===== config.mk =====
export PLATFORM = sky130hd
export DESIGN_NAME = sdram_port_arbiter
export DESIGN_NICKNAME = d
export VERILOG_FILES = /design/src/rtl/sdram_arb_pkg.sv /design/src/rtl/sdram_arb_refcnt.sv /design/src/rtl/sdram_port_arbiter.sv
export SDC_FILE = /design/constraint.sdc
export NUM_CORES = 1
export LEC_CHECK = 0
export ABC_AREA = 1
export CAP_MARGIN = 10
export CORE_UTILIZATION = 40
export CTS_BUF_LIST = sky130_fd_sc_hd__clkbuf_4 sky130_fd_sc_hd__clkbuf_8
export CTS_CLUSTER_SIZE = 24
export DETAILED_ROUTE_END_ITERATION = 8
export GPL_ROUTABILITY_DRIVEN = 0
export PLACE_DENSITY = 0.83
export SYNTH_ARGS = -nofsm -noshare
export SYNTH_HDL_FRONTEND = slang
export SYNTH_HIERARCHICAL = 1
export SYNTH_SLANG_ARGS = --single-unit

===== constraint.sdc =====
create_clock -name clk -period 1.85 [get_ports clk]
set_input_delay 0.185 -clock clk [delete_from_list [all_inputs] [get_ports clk]]
set_output_delay 0.185 -clock clk [all_outputs]
set_load 0.01 [all_outputs]

===== src/rtl/sdram_arb_pkg.sv =====
// ---------------------------------------------------------------------------
// sdram_arb_pkg
// Shared constants for the SDRAM command-port arbiter:
//   - FSM state encoding (IDLE, REF, VID, CPU)
//   - controller command codes placed on mem_cmd
//   - default parameter values for widths, burst length, backlog and guard
//   - cnt_w(): counter width able to hold 0..max_val
// ---------------------------------------------------------------------------
package sdram_arb_pkg;

   localparam int ADDR_W_DEF      = 24;
   localparam int VID_BURST_DEF   = 160;  // 640 px x 8 bpp / 32-bit words
   localparam int REF_BACKLOG_DEF = 7;
   localparam int CPU_GUARD_DEF   = 2;

   // FSM states
   localparam logic [1:0] ST_IDLE = 2'd0;
   localparam logic [1:0] ST_REF  = 2'd1;
   localparam logic [1:0] ST_VID  = 2'd2;
   localparam logic [1:0] ST_CPU  = 2'd3;

   // mem_cmd codes understood by the SDRAM controller
   localparam logic [1:0] CMD_RD  = 2'd0;
   localparam logic [1:0] CMD_WR  = 2'd1;
   localparam logic [1:0] CMD_REF = 2'd2;

   // Width of a counter that must represent every value 0..max_val.
   function automatic int cnt_w(input int max_val);
      return (max_val < 1) ? 1 : $clog2(max_val + 1);
   endfunction

endpackage


===== src/rtl/sdram_arb_refcnt.sv =====
// ---------------------------------------------------------------------------
// sdram_arb_refcnt
// Saturating count of refresh commands owed to the SDRAM.
//   clk        system clock
//   rst_n      synchronous active-low reset
//   tick_i     one refresh interval elapsed (already qualified by the caller)
//   consume_i  a refresh command was accepted by the controller
//   count_o    pending refresh count, 0..REF_BACKLOG
// A tick and a consume in the same cycle cancel out.
// ---------------------------------------------------------------------------
module sdram_arb_refcnt
   import sdram_arb_pkg::*;
#(
   parameter  int REF_BACKLOG = REF_BACKLOG_DEF,
   localparam int CNT_W       = cnt_w(REF_BACKLOG)
) (
   input  logic             clk,
   input  logic             rst_n,
   input  logic             tick_i,
   input  logic             consume_i,
   output logic [CNT_W-1:0] count_o
);

   localparam logic [CNT_W-1:0] CNT_MAX = CNT_W'(REF_BACKLOG);

   logic [CNT_W-1:0] count_q, count_d;

   // NOTE: every variable assigned in always_comb gets a default first;
   // a path that leaves it unassigned would infer a latch.
   always_comb begin
      count_d = count_q;
      if (tick_i && !consume_i && (count_q != CNT_MAX)) begin
         count_d = count_q + CNT_W'(1);
      end else if (consume_i && !tick_i && (count_q != '0)) begin
         count_d = count_q - CNT_W'(1);
      end
   end

   // NOTE: sequential state uses non-blocking assignments so every flop
   // samples the pre-edge value of its inputs, independent of block order.
   always_ff @(posedge clk) begin
      if (!rst_n) begin
         count_q <= '0;
      end else begin
         count_q <= count_d;
      end
   end

   assign count_o = count_q;

endmodule


===== src/rtl/sdram_port_arbiter.sv =====
// ---------------------------------------------------------------------------
// sdram_port_arbiter
// Shares the single SDRAM controller command port between periodic refresh,
// the framebuffer line-fetch engine and the CPU load/store path.
// Priority: pending refresh > video > CPU. Nothing is granted until
// init_done is high. One command is outstanding at a time, and at least one
// IDLE cycle separates consecutive commands.
//
// Ports
//   clk, rst_n                  clock, synchronous active-low reset
//   init_done                   SDRAM initialisation finished (level)
//   refresh_tick                one pulse per refresh interval
//   vid_req / vid_addr          video line burst request and start address
//   vid_rvalid / vid_rdata      video read words (combinational pass-through)
//   vid_done                    burst complete pulse
//   cpu_req/_we/_addr/_wdata/_wmask   CPU single-word access
//   cpu_ack / cpu_rdata         access complete pulse, read data
//   mem_valid/_ready/_cmd/_addr/_len/_wdata/_wmask   command to controller
//   mem_rvalid / mem_rdata / mem_done                 controller responses
//
// Build option
//   SDRAM_ARB_CPU_GUARD_EN  when defined, after CPU_GUARD consecutive video
//                           grants made while the CPU was waiting, the CPU
//                           outranks video for the next grant.
// ---------------------------------------------------------------------------
module sdram_port_arbiter
   import sdram_arb_pkg::*;
#(
   parameter int ADDR_W      = ADDR_W_DEF,
   parameter int VID_BURST   = VID_BURST_DEF,
   parameter int REF_BACKLOG = REF_BACKLOG_DEF
`ifdef SDRAM_ARB_CPU_GUARD_EN
  ,parameter int CPU_GUARD   = CPU_GUARD_DEF
`endif
) (
   input  logic              clk,
   input  logic              rst_n,
   input  logic              init_done,
   input  logic              refresh_tick,
   input  logic              vid_req,
   input  logic [ADDR_W-1:0] vid_addr,
   output logic              vid_rvalid,
   output logic [31:0]       vid_rdata,
   output logic              vid_done,
   input  logic              cpu_req,
   input  logic              cpu_we,
   input  logic [ADDR_W-1:0] cpu_addr,
   input  logic [31:0]       cpu_wdata,
   input  logic [3:0]        cpu_wmask,
   output logic              cpu_ack,
   output logic [31:0]       cpu_rdata,
   output logic              mem_valid,
   input  logic              mem_ready,
   output logic [1:0]        mem_cmd,
   output logic [ADDR_W-1:0] mem_addr,
   output logic [7:0]        mem_len,
   output logic [31:0]       mem_wdata,
   output logic [3:0]        mem_wmask,
   input  logic              mem_rvalid,
   input  logic [31:0]       mem_rdata,
   input  logic              mem_done
);

   localparam int REF_W = cnt_w(REF_BACKLOG);

   logic [1:0]        state_q,     state_d;
   logic              mem_valid_q, mem_valid_d;
   logic [1:0]        mem_cmd_q,   mem_cmd_d;
   logic [ADDR_W-1:0] mem_addr_q,  mem_addr_d;
   logic [7:0]        mem_len_q,   mem_len_d;
   logic [31:0]       mem_wdata_q, mem_wdata_d;
   logic [3:0]        mem_wmask_q, mem_wmask_d;
   logic              cpu_ack_q,   cpu_ack_d;
   logic [31:0]       cpu_rdata_q, cpu_rdata_d;

   logic [REF_W-1:0]  ref_cnt;
   logic              accept;
   logic              cmd_done;
   logic              cpu_first;
   logic [1:0]        grant;

   assign accept   = mem_valid_q && mem_ready;
   // mem_done only counts once the command has been accepted.
   assign cmd_done = (state_q != ST_IDLE) && !mem_valid_q && mem_done;

   // Ticks before init_done are not owed: the init sequence refreshes itself.
   sdram_arb_refcnt #(
      .REF_BACKLOG (REF_BACKLOG)
   ) u_refcnt (
      .clk       (clk),
      .rst_n     (rst_n),
      .tick_i    (refresh_tick && init_done),
      .consume_i ((state_q == ST_REF) && accept),
      .count_o   (ref_cnt)
   );

`ifdef SDRAM_ARB_CPU_GUARD_EN
   localparam int GRD_W = cnt_w(CPU_GUARD);
   localparam logic [GRD_W-1:0] GRD_MAX = GRD_W'(CPU_GUARD);

   logic [GRD_W-1:0] guard_q, guard_d;

   assign cpu_first = cpu_req && (guard_q == GRD_MAX);

   always_comb begin
      guard_d = guard_q;
      if (grant == ST_CPU) begin
         guard_d = '0;
      end else if ((grant == ST_VID) && cpu_req && (guard_q != GRD_MAX)) begin
         guard_d = guard_q + GRD_W'(1);
      end
   end

   always_ff @(posedge clk) begin
      if (!rst_n) begin
         guard_q <= '0;
      end else begin
         guard_q <= guard_d;
      end
   end
`else
   assign cpu_first = 1'b0;
`endif

   // Arbitration result for this cycle; ST_IDLE means nothing granted.
   always_comb begin
      grant = ST_IDLE;
      if ((state_q == ST_IDLE) && init_done) begin
         if (ref_cnt != '0) begin
            grant = ST_REF;
         end else if (cpu_first) begin
            grant = ST_CPU;
         end else if (vid_req) begin
            grant = ST_VID;
         end else if (cpu_req) begin
            grant = ST_CPU;
         end
      end
   end

   always_comb begin
      state_d     = state_q;
      mem_valid_d = mem_valid_q;
      mem_cmd_d   = mem_cmd_q;
      mem_addr_d  = mem_addr_q;
      mem_len_d   = mem_len_q;
      mem_wdata_d = mem_wdata_q;
      mem_wmask_d = mem_wmask_q;
      cpu_ack_d   = 1'b0;
      cpu_rdata_d = cpu_rdata_q;

      if (state_q == ST_IDLE) begin
         // Command fields are captured here, so requester changes after the
         // grant cannot disturb the command the controller sees.
         if (grant != ST_IDLE) begin
            state_d     = grant;
            mem_valid_d = 1'b1;
         end
         case (grant)
            ST_REF: begin
               mem_cmd_d   = CMD_REF;
               mem_addr_d  = '0;
               mem_len_d   = 8'd0;
               mem_wdata_d = '0;
               mem_wmask_d = '0;
            end
            ST_VID: begin
               mem_cmd_d   = CMD_RD;
               mem_addr_d  = vid_addr;
               mem_len_d   = 8'(VID_BURST);
               mem_wdata_d = '0;
               mem_wmask_d = '0;
            end
            ST_CPU: begin
               mem_cmd_d   = cpu_we ? CMD_WR : CMD_RD;
               mem_addr_d  = cpu_addr;
               mem_len_d   = 8'd1;
               mem_wdata_d = cpu_wdata;
               mem_wmask_d = cpu_wmask;
            end
            default: ;
         endcase
      end else begin
         if (accept) begin
            mem_valid_d = 1'b0;
         end
         if (cmd_done) begin
            state_d = ST_IDLE;
         end
         if (state_q == ST_CPU) begin
            if (mem_rvalid) begin
               cpu_rdata_d = mem_rdata;
            end
            cpu_ack_d = cmd_done;
         end
      end
   end

   always_ff @(posedge clk) begin
      if (!rst_n) begin
         state_q     <= ST_IDLE;
         mem_valid_q <= 1'b0;
         mem_cmd_q   <= '0;
         mem_addr_q  <= '0;
         mem_len_q   <= '0;
         mem_wdata_q <= '0;
         mem_wmask_q <= '0;
         cpu_ack_q   <= 1'b0;
         cpu_rdata_q <= '0;
      end else begin
         state_q     <= state_d;
         mem_valid_q <= mem_valid_d;
         mem_cmd_q   <= mem_cmd_d;
         mem_addr_q  <= mem_addr_d;
         mem_len_q   <= mem_len_d;
         mem_wdata_q <= mem_wdata_d;
         mem_wmask_q <= mem_wmask_d;
         cpu_ack_q   <= cpu_ack_d;
         cpu_rdata_q <= cpu_rdata_d;
      end
   end

   // Video read data is a pure pass-through while a video burst owns the
   // port; stray read words in any other state are dropped.
   assign vid_rvalid = (state_q == ST_VID) && mem_rvalid;
   assign vid_rdata  = (state_q == ST_VID) ? mem_rdata : 32'd0;
   assign vid_done   = (state_q == ST_VID) && cmd_done;

   assign cpu_ack    = cpu_ack_q;
   assign cpu_rdata  = cpu_rdata_q;

   assign mem_valid  = mem_valid_q;
   assign mem_cmd    = mem_cmd_q;
   assign mem_addr   = mem_addr_q;
   assign mem_len    = mem_len_q;
   assign mem_wdata  = mem_wdata_q;
   assign mem_wmask  = mem_wmask_q;

endmodule


==> qor.csv, run 1 <==
metric,value,unit
outcome,completed,
warnings from Yosys,6,
DR WL/cell,13.5,microns
met1 GRT Util,0.254,
CTS Buf Count,9,
cell breakdown of the critical path,"inv_1, nor4_1, buf_4, nor2_2, nand2_2, fa_1, inv_1, nand3_1, a21oi_1, nor2_1",
"Reg clk slew, reported paths",0.10,ns
Top delay family on crit path,simple AND/OR/NAND/NOR gates,
DIE HEIGHT,109,microns
met2 usage,0.403,
DP Cell Count,1030,
peak supply drop,495,uV
Vias,5024,
max_cap viols,0,
Vias/cell,4.80,
CTS root buffer,clkbuf_8,
clock network fraction of total power,0.252,
Comb power frac,0.278,
Setup CP Type,reg -> reg,
grt met3 use,0.0782,
core area,11000,sq um
layout overhead on the synthesized area,61.5,%
drt drc,0,
Clock Skews,0.0137,ns
Power Dens Cells,687,nW/um^2
Nets,1028,
post-synth cell types,20,
post-route insts no fill,1046,
synthesized instance count,662,
Detailed Route Iter0 Violations,306,
CTS Buffer Depth,2,
RSZ-0062 raised after global routing,no,
GRT Util Overall,0.224,
antenna cells,0,
"Top cell by count, worst path",inv_1,
Critical-path top delay cell,fa_1,
Tcrit/Tclk final,0.913,
Worst EP required,2.10,ns
syn avg cell area,6.98,sq um
Leak,3.12,nW
hold_buf cts,0,
routed wire length,14200,microns
worst setup margin,0.160,ns
first-pass GRT wire length,21100,microns
post-synthesis register bit count,103,
FILL cells,980,
sequential-to-total area share from yosys stat,0.446,
initial antenna violation count,0,
TritonRoute pass-1 iters,4,
Hold WC Path Type,in -> reg,
Post-DP Area,7320,sq um
fin area,7460,sq um
worst relative slew slack,0.658,
# clock sinks,103,
Crit Path Max Fanout,4,
H-tree depth,3,
TritonCTS clock tree,yes,
initial core utilization,0.419,
CP Launch Type,flip-flop,
Critical Path AT,1.94,ns
post-layout min period,1.69,ns
Setup crit end kind,flip-flop,
Internal,3.57,mW
vias in the first global route,4419,
Net Sw Power,1.55,mW
global route hottest layer,met2,
crit path buf inv count,3,
fin util,0.677,
Rows,38,
dpl ws,-0.0854,ns
hpwl dp,10200,microns
worst skew pair latency,0.36,ns
post-CTS setup buffers,0,
final hold violation count,0,
post-route ant nets,0,
share of cells above drive strength 1,0.0552,
Sw Share,0.303,
synthesized area,4620,sq um
largest net degree at the start of global routing,65,
max-slew violation count,0,
die width,109,microns
final number of setup-violating endpoints,0,
Setup TNS,0,ns
IO Pins,264,
total global routing overflow,0,
die area,12000,sq um
fmax,592,MHz
measured slew at the worst slew-check pin,0.513,ns
sequential share of power,0.470,
CP max stage delay,0.39,ns
port bufs,258,
[layout make-up]
class,count,area [sq um],area share
multi-input cells,416,1950,0.261
flip-flops and latches,103,2060,0.276
inverters,92,345,0.0463
clock inverters,5,33.8,0.00453
clock buffers,11,139,0.0186
well taps,140,175,0.0235
repair buffers,279,2760,0.370
[routing by layer]
metal  up-vias  share of wire  wire [microns]
met3        11          0.097            1380
met1      2243           0.41            5860
met2       180           0.48            6760
met5         -              0               0
li1       2590              -               -
met4         0          0.012             165
[registers in the layout (all words and copies together) (netlist names), 2 cells and up]
signal,cells
cpu_rdata,32
mem_addr,24
mem_cmd,2
mem_len,2
mem_wdata,32
mem_wmask,4
state_q,2
u_refcnt/count_o,3
[cell usage after synthesis]
library cell / number / area, sq um
nor2_1: 104 / 390
a21oi_1: 73 / 365
buf_2: 11 / 55.1
o21ai_0: 52 / 260
nand2_1: 36 / 135
dfxtp_1: 103 / 2060
a31oi_1: 2 / 12.5
buf_4: 11 / 82.6
conb_1: 1 / 3.75
fa_1: 1 / 20.0
buf_6: 4 / 45.0
nor2_4: 2 / 22.5
clkbuf_1: 28 / 105
nor3_1: 1 / 5.00
inv_2: 3 / 11.3
nand2_2: 5 / 31.3
inv_1: 89 / 334
nand3_1: 134 / 671
nor4_1: 1 / 6.26
buf_1: 1 / 3.75
[power by group through the flow]
stage	logic (mW)	registers [mW]	clock network, mW
floorplan	0.643	2.51	0
global placement	1.44	2.45	0
detailed placement	1.46	2.46	0
CTS	1.43	2.41	1.35
global route	1.55	2.42	1.43
finish	1.42	2.41	1.29
[worst paths after layout]
check	depth (start not counted)	endpoint	from	slack [ns]
min	3	u_refcnt/count_o[2]	rst_n	0.25
min reg2reg	2	cpu_rdata[26]	cpu_rdata[26]	0.45
max	10	u_refcnt/count_o[2]	mem_valid	0.16
max reg2reg	10	u_refcnt/count_o[2]	mem_valid	0.16
[worst min-delay path, stage by stage]
cell and delay (ns):
buf_2 0.23, nand2_1 0.11, nor2_1 0.03
[metrics by stage]
step,hold slack (ns),power (mW)
floorplan,0.306,3.16
global placement,0.431,3.90
detailed placement,0.436,3.91
CTS,0.232,5.19
global route,0.245,5.41
finish,0.248,5.12
[cells in the final DEF (no fill, tap or decap)]
master and n:
clkdlybuf4s50_1 223, nand3_1 133, nor2_1 103, dfxtp_1 103
inv_1 89, a21oi_1 73, o21ai_0 52, nand2_1 36
dlygate4sd2_1 34, buf_4 15, clkbuf_8 9, nand2_2 5
conb_1 5, buf_12 5, inv_2 3, nor2_4 2
a31oi_1 2, clkinv_2 2, clkinvlp_4 2, clkbuf_4 2
nor4_1 1, nand3_2 1, nor3_1 1, inv_6 1
buf_2 1, buf_8 1, nor2_2 1, fa_1 1
[kinds of logic (layout without fill, tap and decap cells)]
group	count (synthesis)	count (layout)	share of synthesized area
compound gates	127	127	0.138
buf+inv	147	387	0.138
simple gates	283	283	0.273
fa+ha+maj	1	1	0.00433
flops	103	103	0.446
other cells	1	5	0.000811
[repair_timing]
action | CTS | global route
pin swaps | 0 | 0
endpoints found under the setup margin | 34 | 1
resized for setup | 36 | 1
(Power assumes the default switching activity.)
==> run 2, diff against run 1 <==
- ABC_CLOCK_PERIOD_IN_PS: not set -> 1850
==> results of run 2 <==
No change in the layout: final DEF, timing and power equal those of run 1.
==> run 3, diff against run 2 <==
- CAP_MARGIN: 10 -> 20
- CORE_UTILIZATION: 40 -> 31
- PLACE_DENSITY: 0.83 -> 0.66
==> run 3 against run 2 <==
Effect of this change:
- clock skew fell by 0.0044 ns
- first-iteration DRC count down 20%
- flip-flop and latch count unchanged
- combinational power barely moved
- sequential share of layout area down 0.24 points
- final cell count is 3.8% higher
- highest routed layer unchanged
- worst setup slack improved by 0.015 ns
- worst hold slack lost 0.15 ns
- count of clock-buffer cells in the layout fell by 2
- wire length up 3.1%
==> qor.csv, run 3 (synthesis gave the netlist of run 1 again) <==
metric,value,unit
Net Sw Power,1.56,mW
FF-to-FF path depth,7,
Tcrit/Tclk final,0.905,
post-layout min period,1.67,ns
TritonRoute pass-1 iters,4,
max_cap viols,0,
Power Dens Cells,696,nW/um^2
Multi-input gate area,1950,sq um
peak supply drop,320,uV
antenna cells,0,
measured slew at the worst slew-check pin,0.534,ns
port bufs,258,
Vias,5022,
IO Pins,264,
Leak,3.12,nW
total global routing overflow,0,
hpwl dp,10200,microns
CTS root buffer,clkbuf_8,
Comb power frac,0.274,
max-slew violation count,0,
Clock Skews,0.00933,ns
share of cells above drive strength 1,0.0521,
RSZ-0062 raised after global routing,no,
final hold violation count,0,
Nets,1026,
Hold WC Path Type,in -> reg,
GRT Util Overall,0.182,
cell breakdown of the critical path,"buf_4, nor2_4, inv_1, nand3_1, nor2_1, dlygate4sd2_1",
initial antenna violation count,0,
vias in the first global route,4415,
register area,2060,sq um
die width,124,microns
DR WL/cell,13.4,microns
layout overhead on the synthesized area,63.0,%
clock network fraction of total power,0.265,
drt drc,0,
Detailed Route Iter0 Violations,245,
"most common cell after layout, fill and taps aside",clkdlybuf4s50_1,
Setup crit end kind,output port,
Setup TNS,0,ns
FILL cells,1501,
H-tree depth,3,
sequential share of power,0.460,
Internal,3.68,mW
final number of setup-violating endpoints,0,
Critical Path AT,1.49,ns
Crit Path Max Fanout,5,
CP Launch Type,flip-flop,
DIE HEIGHT,124,microns
Rows,44,
initial core utilization,0.318,
fmax,597,MHz
worst hold slack,0.0998,ns
CTS Buffer Depth,2,
worst skew pair latency,0.36,ns
outcome,completed,
TritonCTS clock tree,yes,
Vias/cell,4.62,
Worst EP required,1.66,ns
worst relative slew slack,0.644,
most frequent cells in the layout,"223 x clkdlybuf4s50_1, 133 x nand3_1, 104 x nor2_1",
Critical-path top delay cell,dfxtp_2,
# clock sinks,103,
core area,14500,sq um
routed wire length,14600,microns
Sw Share,0.299,
fin util,0.518,
largest net degree at the start of global routing,65,
"Reg clk slew, reported paths",0.10,ns
CP max stage delay,0.36,ns
WHS Path Cells,3,
first-pass GRT wire length,21900,microns
die area,15400,sq um
Setup CP Type,reg -> out,
CTS Buf Count,9,
post-route ant nets,0,
[run 3: final timing paths]
check,startpoint,slack (ns),endpoint
setup / recovery,state_q[1],0.18,vid_done
setup reg to reg,mem_valid,0.21,u_refcnt/count_o[1]
hold / removal,rst_n,0.1,cpu_rdata[29]
hold reg to reg,cpu_rdata[19],0.45,cpu_rdata[19]
[run 3: power by group through the flow]
stage          registers (mW)  logic (mW)  clock network (mW)
2_1_floorplan            2.51       0.643                   0
3_3_place_gp             2.46        1.48                   0
3_5_place_dp             2.46        1.48                   0
4_1_cts                  2.41        1.46                1.46
5_1_grt                  2.43        1.58                1.54
6_report                 2.41        1.44                1.39
[run 3: critical path: cells and delay by family, from the launching register on]
family	cells	cell delay (ns)
DFF	1	0.36
buffers and inverters	3	0.50
and+or+nand+nor	3	0.27
[run 3: layout make-up]
class,instances,share of cell area
Clock buffer,9,0.0164
Timing Repair Buffer,277,0.366
Clock inverter,5,0.00797
Multi-Input combinational cell,416,0.259
Tap cell,184,0.0306
Sequential cell,103,0.274
Inverter,92,0.0458
[run 3: layer usage]
metal | wire (microns) | track usage | up-vias
met5 | 0 | 0 | -
met4 | 183 | 0.0632 | 0
met3 | 1440 | 0.0586 | 11
met2 | 6630 | 0.295 | 183
met1 | 6360 | 0.224 | 2235
li1 | - | - | 2593
[run 3: through the flow]
step	instance area, sq um	setup WS [ns]	std cells	power [mW]
CTS	7530	0.138	1086	5.33
detailed placement	7380	-0.0910	1072	3.94
global placement	7380	-0.0469	1072	3.94
finish	7530	0.175	1086	5.24
global route	7530	0.0600	1086	5.55
floorplan	4640	0.193	666	3.16
[run 3: what timing repair did]
action / CTS / global route
gates resized for setup: 37 / 1
gates cloned: 0 / 0
setup buffers: 0 / 0
endpoints found under the setup margin: 34 / 1
hold buffers: 0 / 0
